[src/rtl/hmr_tmr_group_ctrl.sv]
// Lockstep entry/exit and setback-based resync controller for one TMR group of three cores.
// Also keeps saturating per-core single-fault counters and a multi-core (uncorrectable) counter.
module hmr_tmr_group_ctrl #(
   parameter int unsigned SetbackCycles = 4,
   parameter int unsigned CntWidth      = 8
) (
   input  logic                         clk_i,
   input  logic                         rst_ni,
   input  logic                         tmr_en_i,
   input  logic                         clear_cnt_i,
   input  logic [2:0]                   core_busy_i,
   input  logic [2:0]                   error_cba_i,
   output logic                         tmr_active_o,
   output logic [2:0]                   setback_o,
   output logic [1:0]                   state_o,
   output logic [2:0][CntWidth-1:0]     fault_cnt_o,
   output logic [CntWidth-1:0]          unc_cnt_o,
   output logic                         fault_irq_o
);

   localparam int unsigned TW = (SetbackCycles > 1) ? $clog2(SetbackCycles) : 1;
   localparam logic [TW-1:0] TimerLoad = TW'(SetbackCycles - 1);

   if (SetbackCycles == 0) begin : g_bad_setback
      $fatal(1, "hmr_tmr_group_ctrl: SetbackCycles must be at least 1");
   end

   typedef enum logic [1:0] {
      NON_TMR  = 2'd0,
      SETBACK  = 2'd1,
      TMR_RUN  = 2'd2,
      TMR_EXIT = 2'd3
   } state_e;

   state_e        state_q, state_d;
   logic [TW-1:0] timer_q, timer_d;
   logic          monitor;
   logic          single_err;
   logic          multi_err;

   // Voter flags only matter while the voted path is live and not being resynchronised.
   assign monitor    = (state_q == TMR_RUN) || (state_q == TMR_EXIT);
   assign single_err = monitor && $onehot(error_cba_i);
   assign multi_err  = monitor && !$onehot0(error_cba_i);

   always_ff @(posedge clk_i or negedge rst_ni) begin
      if (!rst_ni) begin
         state_q <= NON_TMR;
         timer_q <= '0;
      end else begin
         state_q <= state_d;
         timer_q <= timer_d;
      end
   end

   always_comb begin
      state_d = state_q;
      timer_d = timer_q;
      unique case (state_q)
         NON_TMR: begin
            if (tmr_en_i && (core_busy_i == 3'b000)) begin
               state_d = SETBACK;
               timer_d = TimerLoad;
            end
         end
         SETBACK: begin
            if (timer_q == '0) begin
               state_d = tmr_en_i ? TMR_RUN : TMR_EXIT;
            end else begin
               timer_d = timer_q - TW'(1);
            end
         end
         TMR_RUN: begin
            if (single_err || multi_err) begin
               state_d = SETBACK;
               timer_d = TimerLoad;
            end else if (!tmr_en_i) begin
               state_d = TMR_EXIT;
            end
         end
         TMR_EXIT: begin
            // A renewed request wins over draining: the group never left lockstep.
            if (tmr_en_i) begin
               state_d = TMR_RUN;
            end else if (core_busy_i == 3'b000) begin
               state_d = NON_TMR;
            end
         end
         default: state_d = NON_TMR;
      endcase
   end

   always_comb begin
      tmr_active_o = (state_q != NON_TMR);
      setback_o    = (state_q == SETBACK) ? 3'b111 : 3'b000;
      state_o      = state_q;
   end

   // Clear takes effect first, so a same-cycle fault leaves the counter at one.
   always_ff @(posedge clk_i or negedge rst_ni) begin
      if (!rst_ni) begin
         fault_cnt_o <= '0;
         unc_cnt_o   <= '0;
         fault_irq_o <= 1'b0;
      end else begin
         fault_irq_o <= single_err || multi_err;
         for (int k = 0; k < 3; k++) begin
            if (clear_cnt_i) begin
               fault_cnt_o[k] <= (single_err && error_cba_i[k]) ? CntWidth'(1) : '0;
            end else if (single_err && error_cba_i[k] && (fault_cnt_o[k] != '1)) begin
               fault_cnt_o[k] <= fault_cnt_o[k] + CntWidth'(1);
            end
         end
         if (clear_cnt_i) begin
            unc_cnt_o <= multi_err ? CntWidth'(1) : '0;
         end else if (multi_err && (unc_cnt_o != '1)) begin
            unc_cnt_o <= unc_cnt_o + CntWidth'(1);
         end
      end
   end

endmodule
[config.mk]
export PLATFORM = sky130hd
export DESIGN_NAME = hmr_tmr_group_ctrl
export DESIGN_NICKNAME = d
export VERILOG_FILES = /design/src/rtl/hmr_tmr_group_ctrl.sv
export SDC_FILE = /design/constraint.sdc
export NUM_CORES = 1
export LEC_CHECK = 0
export CAP_MARGIN = 30
export CORE_UTILIZATION = 40
export CTS_BUF_LIST = sky130_fd_sc_hd__clkbuf_8
export CTS_CLUSTER_DIAMETER = 120
export CTS_CLUSTER_SIZE = 24
export DETAILED_ROUTE_END_ITERATION = 10
export PLACE_DENSITY = 0.65
export SETUP_SLACK_MARGIN = 0.4
export SLEW_MARGIN = 10
export SYNTH_ARGS = -nofsm -noshare
export SYNTH_HDL_FRONTEND = slang
export SYNTH_SLANG_ARGS = --single-unit
[constraint.sdc]
create_clock -name clk_i -period 2.1 [get_ports clk_i]
set_input_delay 0.525 -clock clk_i [delete_from_list [all_inputs] [get_ports clk_i]]
set_output_delay 0.525 -clock clk_i [all_outputs]
set_load 0.05 [all_outputs]
==> results of run 1 <==
==> state kept, by name (all words and copies together) (netlist names) <==
signal,cells
fault_cnt_o,24
unc_cnt_o,8
state_o,2
timer_q,2
fault_irq_o,1
==> repair_timing <==
item	in CTS	in global routing
endpoints found under the setup margin	48	27
gates cloned	1	1
buffers inserted	6	1
pin swaps	6	13
resized for setup	51	27
==> critical path: cells and delay by family <==
| family | cells | cell delay, ns |
|---|---|---|
| and+or+nand+nor | 1 | 0.27 |
| adders and majority gates | 1 | 0.59 |
| AOI/OAI and AO/OA | 2 | 0.36 |
| buffers and inverters | 2 | 0.23 |
==> final timing paths <==
check                          startpoint               to  slack, ns  depth (start not counted)
max                        error_cba_i[1]   fault_cnt_o[6]       0.32                          6
min reg2reg                    timer_q[0]       timer_q[0]       0.54                          2
max in group asynchronous          rst_ni     unc_cnt_o[0]       1.70                          2
max reg2reg                  unc_cnt_o[1]     unc_cnt_o[7]       0.47                          4
min                                rst_ni  fault_cnt_o[15]       0.17                          2
min in group clk_i             timer_q[0]       timer_q[0]       0.54                          2
==> per-layer routing <==
metal	up-vias	track usage, %
met4	0	8.49
met2	56	30.0
li1	1027	-
met3	11	4.52
met5	-	0
met1	1017	26.2
==> placed cells by master (no fill, tap or decap), types with 7 or more instances in the layout <==
| cell type | Yosys | layout |
|---|---|---|
| a21oi_1 | 17 | 13 |
| nand2b_1 | 12 | 12 |
| a41oi_2 | 0 | 10 |
| and3_1 | 11 | 9 |
| dfrtp_1 | 37 | 33 |
| buf_4 | 4 | 42 |
| buf_6 | 2 | 9 |
| inv_1 | 7 | 7 |
| and4_1 | 7 | 7 |
| a311oi_1 | 13 | 11 |
| nand2_1 | 12 | 12 |
==> logic make-up after synthesis <==
| logic type | after synthesis | synth area share, % |
|---|---|---|
| muxes | 6 | 2.72 |
| DFF | 37 | 41.1 |
| buffers and inverters | 24 | 5.55 |
| and+or+nand+nor | 85 | 22.9 |
| AOI/OAI and AO/OA | 72 | 24.1 |
| adders and majority gates | 6 | 3.66 |
==> through the flow <==
stage | instance area (um^2) | TNS (ns) | cells | hold slack (ns)
6_report | 3190 | 0 | 362 | 0.172
5_1_grt | 3190 | 0 | 362 | 0.189
4_1_cts | 3080 | 0 | 360 | 0.182
3_5_place_dp | 2860 | -10.48 | 345 | 0.507
3_3_place_gp | 2860 | -10.00 | 345 | 0.509
2_1_floorplan | 2360 | 0 | 230 | 0.229
==> power by group through the flow <==
stage	clock [W]	combinational [W]	sequential, W
after floorplan	0	0.000578	0.00101
after global placement	0	0.000909	0.000904
after detailed placement	0	0.000919	0.000904
after CTS	0.000552	0.00112	0.000844
after global routing	0.000590	0.00121	0.000855
final	0.000541	0.00114	0.000844
==> layout make-up <==
class	instances	area share, %
Timing Repair Buffer	71	20.3
Inverter	7	0.824
Sequential cell	37	29.2
Tap cell	70	2.75
Clock buffer	6	2.59
Multi-Input combinational cell	169	43.9
Clock inverter	2	0.432
==> results.sh, run 1 <==
export IMPL_outcome="finished clean"
export IMPL_synth_cell_types=44
export IMPL_wl_per_cell_um=15.6
export IMPL_drv_cap=0
export IMPL_clkLatencyLatePin_ns=0.30
export IMPL_yosys_warnings=0
export IMPL_drt_wl_total_um=5630
export IMPL_syn_nets=246
export IMPL_p_int_w=0.00152
export IMPL_cts_buffers=5
export IMPL_hold_violations=0
export IMPL_fin_crit_sh_pct=84.9
export IMPL_maxSlewViolCount=0
export IMPL_critPathSlowestCell="fa_2"
export IMPL_wl_met3_um=253
export IMPL_post_place_ws_ns=-0.455
export IMPL_worst_setup_path_type="in -> reg"
export IMPL_endpoint_kind="register"
export IMPL_multi_input_area_um2=1400
export IMPL_dr_wl_met2_um=2690
export IMPL_yosys_top_cells_area="dfrtp_1 (41%), a311oi_1 (5.0%), a41oi_1 (5.0%)"
export IMPL_start_kind="primary input"
export IMPL_layout_min_cycle_time_ns=1.78
export IMPL_crit_fanout=5
export IMPL_hold_buffers=0
export IMPL_vias_per_cell=5.83
export IMPL_regArea_um2=931
export IMPL_vias=2111
export IMPL_dieWidth_um=77.1
export IMPL_power_density_nw_per_um2=793
export IMPL_root_buffer="clkbuf_8"
export IMPL_top_layer_used="met4"
export IMPL_fin_nets=307
export IMPL_maxSlewHeadroom_pct=67.7
export IMPL_grt_first_pass_wirelength_um=9320
export IMPL_cts_tree="yes"
export IMPL_critPathMaxStageDelay_ns=0.59
export IMPL_ioPinCount=49
export IMPL_fp_coreArea_um2=5270
export IMPL_syn_inst=230
export IMPL_clkPwrFrac_pct=21.4
export IMPL_worst_pin_slew_ns=0.487
export IMPL_gp_congestion=0.830
export IMPL_insertedDiodeCount=0
export IMPL_seq_area_frac_synth_pct=41.1
export IMPL_synth_most_common_cell="dfrtp_1"
export IMPL_m1WireLength_um=2610
export IMPL_rows=26
export IMPL_setup_viol=0
export IMPL_worst_slack_ns=0.318
export IMPL_overflow=0
export IMPL_combPwrFrac_pct=45.2
export IMPL_yosysTopAreaCell="dfrtp_1"
export IMPL_syn_to_final_growth_pct=41.5
export IMPL_synth_common_cells="dfrtp_1 (37), a21oi_1 (17), a311oi_1 (13), a41oi_1 (13)"
export IMPL_seq_power_share_pct=33.4
export IMPL_drive_gt1_share_pct=40.1
export IMPL_final_core_util_pct=60.5
export IMPL_power_w=0.00253
export IMPL_start_util_pct=42.8
export IMPL_htreeDepth=2
export IMPL_grt_pass1_vias=1955
export IMPL_hpwlAfterDp_um=3600
export IMPL_p_leak_nw=1.34
export IMPL_port_buffers=48
export IMPL_max_clock_path_buffers=2
export IMPL_grt_max_degree=42
export IMPL_swShare_pct=39.7
export IMPL_dr_pass1_iters=4
export IMPL_syn_area_um2=2250
export IMPL_synth_edff_count=0
export IMPL_finClkSkew_ns=0.0129
export IMPL_synth_seq_cells=37
export IMPL_switching_power_w=0.00100
export IMPL_synthArstFlopShare_pct=100
export IMPL_dieArea_um2=5940
export IMPL_ant_nets=0
export IMPL_vdd_drop_max_uv=972
export IMPL_hp_class="in -> async"
export IMPL_cts_sinks=37
export IMPL_antenna_found_initial=0
export IMPL_dr_first_iter_drc_count=115
export IMPL_clk_pin_slew_ns=0.08
export IMPL_avgSynthCellArea_um2=9.80
export IMPL_required_ns=2.30
export IMPL_fillers=460
export IMPL_grt_use_total_pct=19.5
export IMPL_max_clock_freq_mhz=561
export IMPL_die_y_um=77.1
export IMPL_drc=0
export IMPL_synthFlopType="dfrtp_1"
export IMPL_crit_path_cell_trace="buf_8 -> fa_2 -> and4b_2 -> buf_6 -> a41oi_1 -> a311oi_1"
export IMPL_rsz0062_at_grt="true"
export IMPL_synth_top_cell_area_share_pct=41.1
export IMPL_arrival_ns=1.98
No activity file was read; power rests on OpenSTA's default activity.
==> run 2: changes to the inputs <==
==> constraint.sdc (replaced) <==
create_clock -name clk_i -period 1.7 [get_ports clk_i]
set_input_delay 0.425 -clock clk_i [delete_from_list [all_inputs] [get_ports clk_i]]
set_output_delay 0.425 -clock clk_i [all_outputs]
set_load 0.05 [all_outputs]
==> results.sh, run 2 (same netlist as run 1, synthesis figures left out) <==
export IMPL_grt_max_degree=42
export IMPL_endpoint_kind="register"
export IMPL_root_buffer="clkbuf_8"
export IMPL_cts_buffers=5
export IMPL_violations="negative setup slack"
export IMPL_dr_first_iter_drc_count=127
export IMPL_hpwlAfterDp_um=4080
export IMPL_p_int_w=0.00261
export IMPL_wl_per_cell_um=18.3
export IMPL_layout_common_cells="buf_4 (51), buf_12 (40), dfrtp_2 (28)"
export IMPL_crit_fanout=5
export IMPL_clk_pin_slew_ns=0.08
export IMPL_vias_per_cell=6.00
export IMPL_drt_wl_total_um=7630
export IMPL_power_density_nw_per_um2=945
export IMPL_cp_startpoint="error_cba_i[1]"
export IMPL_dr_pass1_iters=4
export IMPL_reg_largest_list="fault_cnt_o (24), unc_cnt_o (8)"
export IMPL_fin_crit_sh_pct=101
export IMPL_power_w=0.00407
export IMPL_hold_buffers=0
export IMPL_syn_to_final_growth_pct=91.1
export IMPL_arrival_ns=1.87
export IMPL_fin_nets=361
export IMPL_clkLatencyLatePin_ns=0.29
export IMPL_regArea_um2=965
export IMPL_start_kind="primary input"
export IMPL_drv_cap=0
export IMPL_maxSlewViolCount=0
export IMPL_swShare_pct=35.9
export IMPL_multi_input_area_um2=1550
export IMPL_rsz0062_at_grt="true"
export IMPL_required_ns=1.85
export IMPL_ant_nets=0
export IMPL_start_util_pct=42.8
export IMPL_gp_congestion=0.835
export IMPL_whs_ns=0.0134
export IMPL_fillers=284
export IMPL_htreeDepth=2
export IMPL_switching_power_w=0.00146
export IMPL_outcome="complete, but fails checks"
export IMPL_worst_setup_path_type="in -> reg"
export IMPL_maxSlewHeadroom_pct=71.3
export IMPL_rr_startpoint="state_o[1]"
export IMPL_hp_class="in -> async"
export IMPL_die_y_um=77.1
export IMPL_worst_slack_ns=-0.0154
export IMPL_drc=0
export IMPL_clkPwrFrac_pct=22.7
export IMPL_final_common_cell="buf_4"
export IMPL_layout_min_cycle_time_ns=1.72
export IMPL_dieArea_um2=5940
export IMPL_grt_pass1_vias=2402
export IMPL_dieWidth_um=77.1
export IMPL_port_buffers=48
export IMPL_hold_violations=0
export IMPL_seq_power_share_pct=25.7
export IMPL_grt_first_pass_wirelength_um=11900
export IMPL_setup_viol=2
export IMPL_overflow=0
export IMPL_antenna_found_initial=0
export IMPL_ioPinCount=49
export IMPL_rows=26
export IMPL_drive_gt1_share_pct=61.0
export IMPL_cts_sinks=37
export IMPL_worst_pin_slew_ns=0.430
export IMPL_finClkSkew_ns=0.00521
export IMPL_max_clock_freq_mhz=583
export IMPL_largest_register="fault_cnt_o"
export IMPL_p_leak_nw=1.78
export IMPL_combPwrFrac_pct=51.6
export IMPL_insertedDiodeCount=0
export IMPL_cts_tree="yes"
export IMPL_vdd_drop_max_uv=1650
export IMPL_largest_reg_flops=24
export IMPL_max_clock_path_buffers=2
export IMPL_fp_coreArea_um2=5270
export IMPL_grt_use_total_pct=25.2
export IMPL_vias=2494
-- run 2: final timing paths --
| path | to | slack [ns] | depth (start not counted) |
|---|---|---|---|
| hold / removal | fault_cnt_o[1] | 0.01 | 1 |
| max in group asynchronous | unc_cnt_o[1] | 1.22 | 2 |
| setup / recovery | fault_cnt_o[14] | -0.02 | 6 |
| min in group clk_i | timer_q[0] | 0.56 | 2 |
| setup reg to reg | fault_cnt_o[14] | 0.10 | 5 |
| hold reg to reg | timer_q[0] | 0.56 | 2 |
-- run 2: metal layers --
| metal | GRT usage [%] | wire length [um] |
|---|---|---|
| met1 | 32.4 | 3230 |
| met2 | 41.8 | 3880 |
| met3 | 5.00 | 374 |
| met4 | 9.06 | 139 |
| met5 | 0 | 0 |
-- run 2: what timing repair did --
action / 4_1_cts / 5_1_grt
gates resized for setup: 67 / 36
endpoints found under the hold margin: 0 / 0
gates cloned: 2 / 0
buffers inserted: 41 / 10
endpoints found under the setup margin: 75 / 74
pin swaps: 15 / 18
-- run 2: worst max-delay path, cell delays in order --
cell	delay [ns]
buf_6	0.10
fa_2	0.59
and4b_1	0.27
buf_2	0.18
and3_1	0.20
a311oi_1	0.10
-- run 2: per-stage QoR --
| stage | TNS, ns | cells | instance area (um^2) | utilization [%] | setup WS, ns |
|---|---|---|---|---|---|
| 2_1_floorplan | -1.08 | 230 | 2420 | - | -0.0924 |
| 3_3_place_gp | -18.83 | 355 | 3430 | 65.1 | -0.635 |
| 3_5_place_dp | -19.67 | 355 | 3430 | 65.1 | -0.673 |
| 4_1_cts | 0 | 406 | 4060 | 77.0 | 0.0273 |
| 5_1_grt | -0.419 | 416 | 4310 | 81.8 | -0.0795 |
| 6_report | -0.0173 | 416 | 4310 | 81.8 | -0.0154 |
-- run 2: power groups by stage --
stage	combinational, W	clock [W]	sequential (W)
5_1_grt	0.00221	0.000969	0.00106
2_1_floorplan	0.000735	0	0.00126
3_3_place_gp	0.00149	0	0.00111
4_1_cts	0.00187	0.000931	0.00104
6_report	0.00210	0.000925	0.00105
3_5_place_dp	0.00151	0	0.00112
-- run 2: layout make-up --
cell class	count	share of cell area, %
Clock buffer	5	1.60
Clock inverter	3	1.51
Inverter	7	0.610
Multi-Input combinational cell	169	35.9
Sequential cell	37	22.4
Tap cell	70	2.03
Timing Repair Buffer	125	35.9
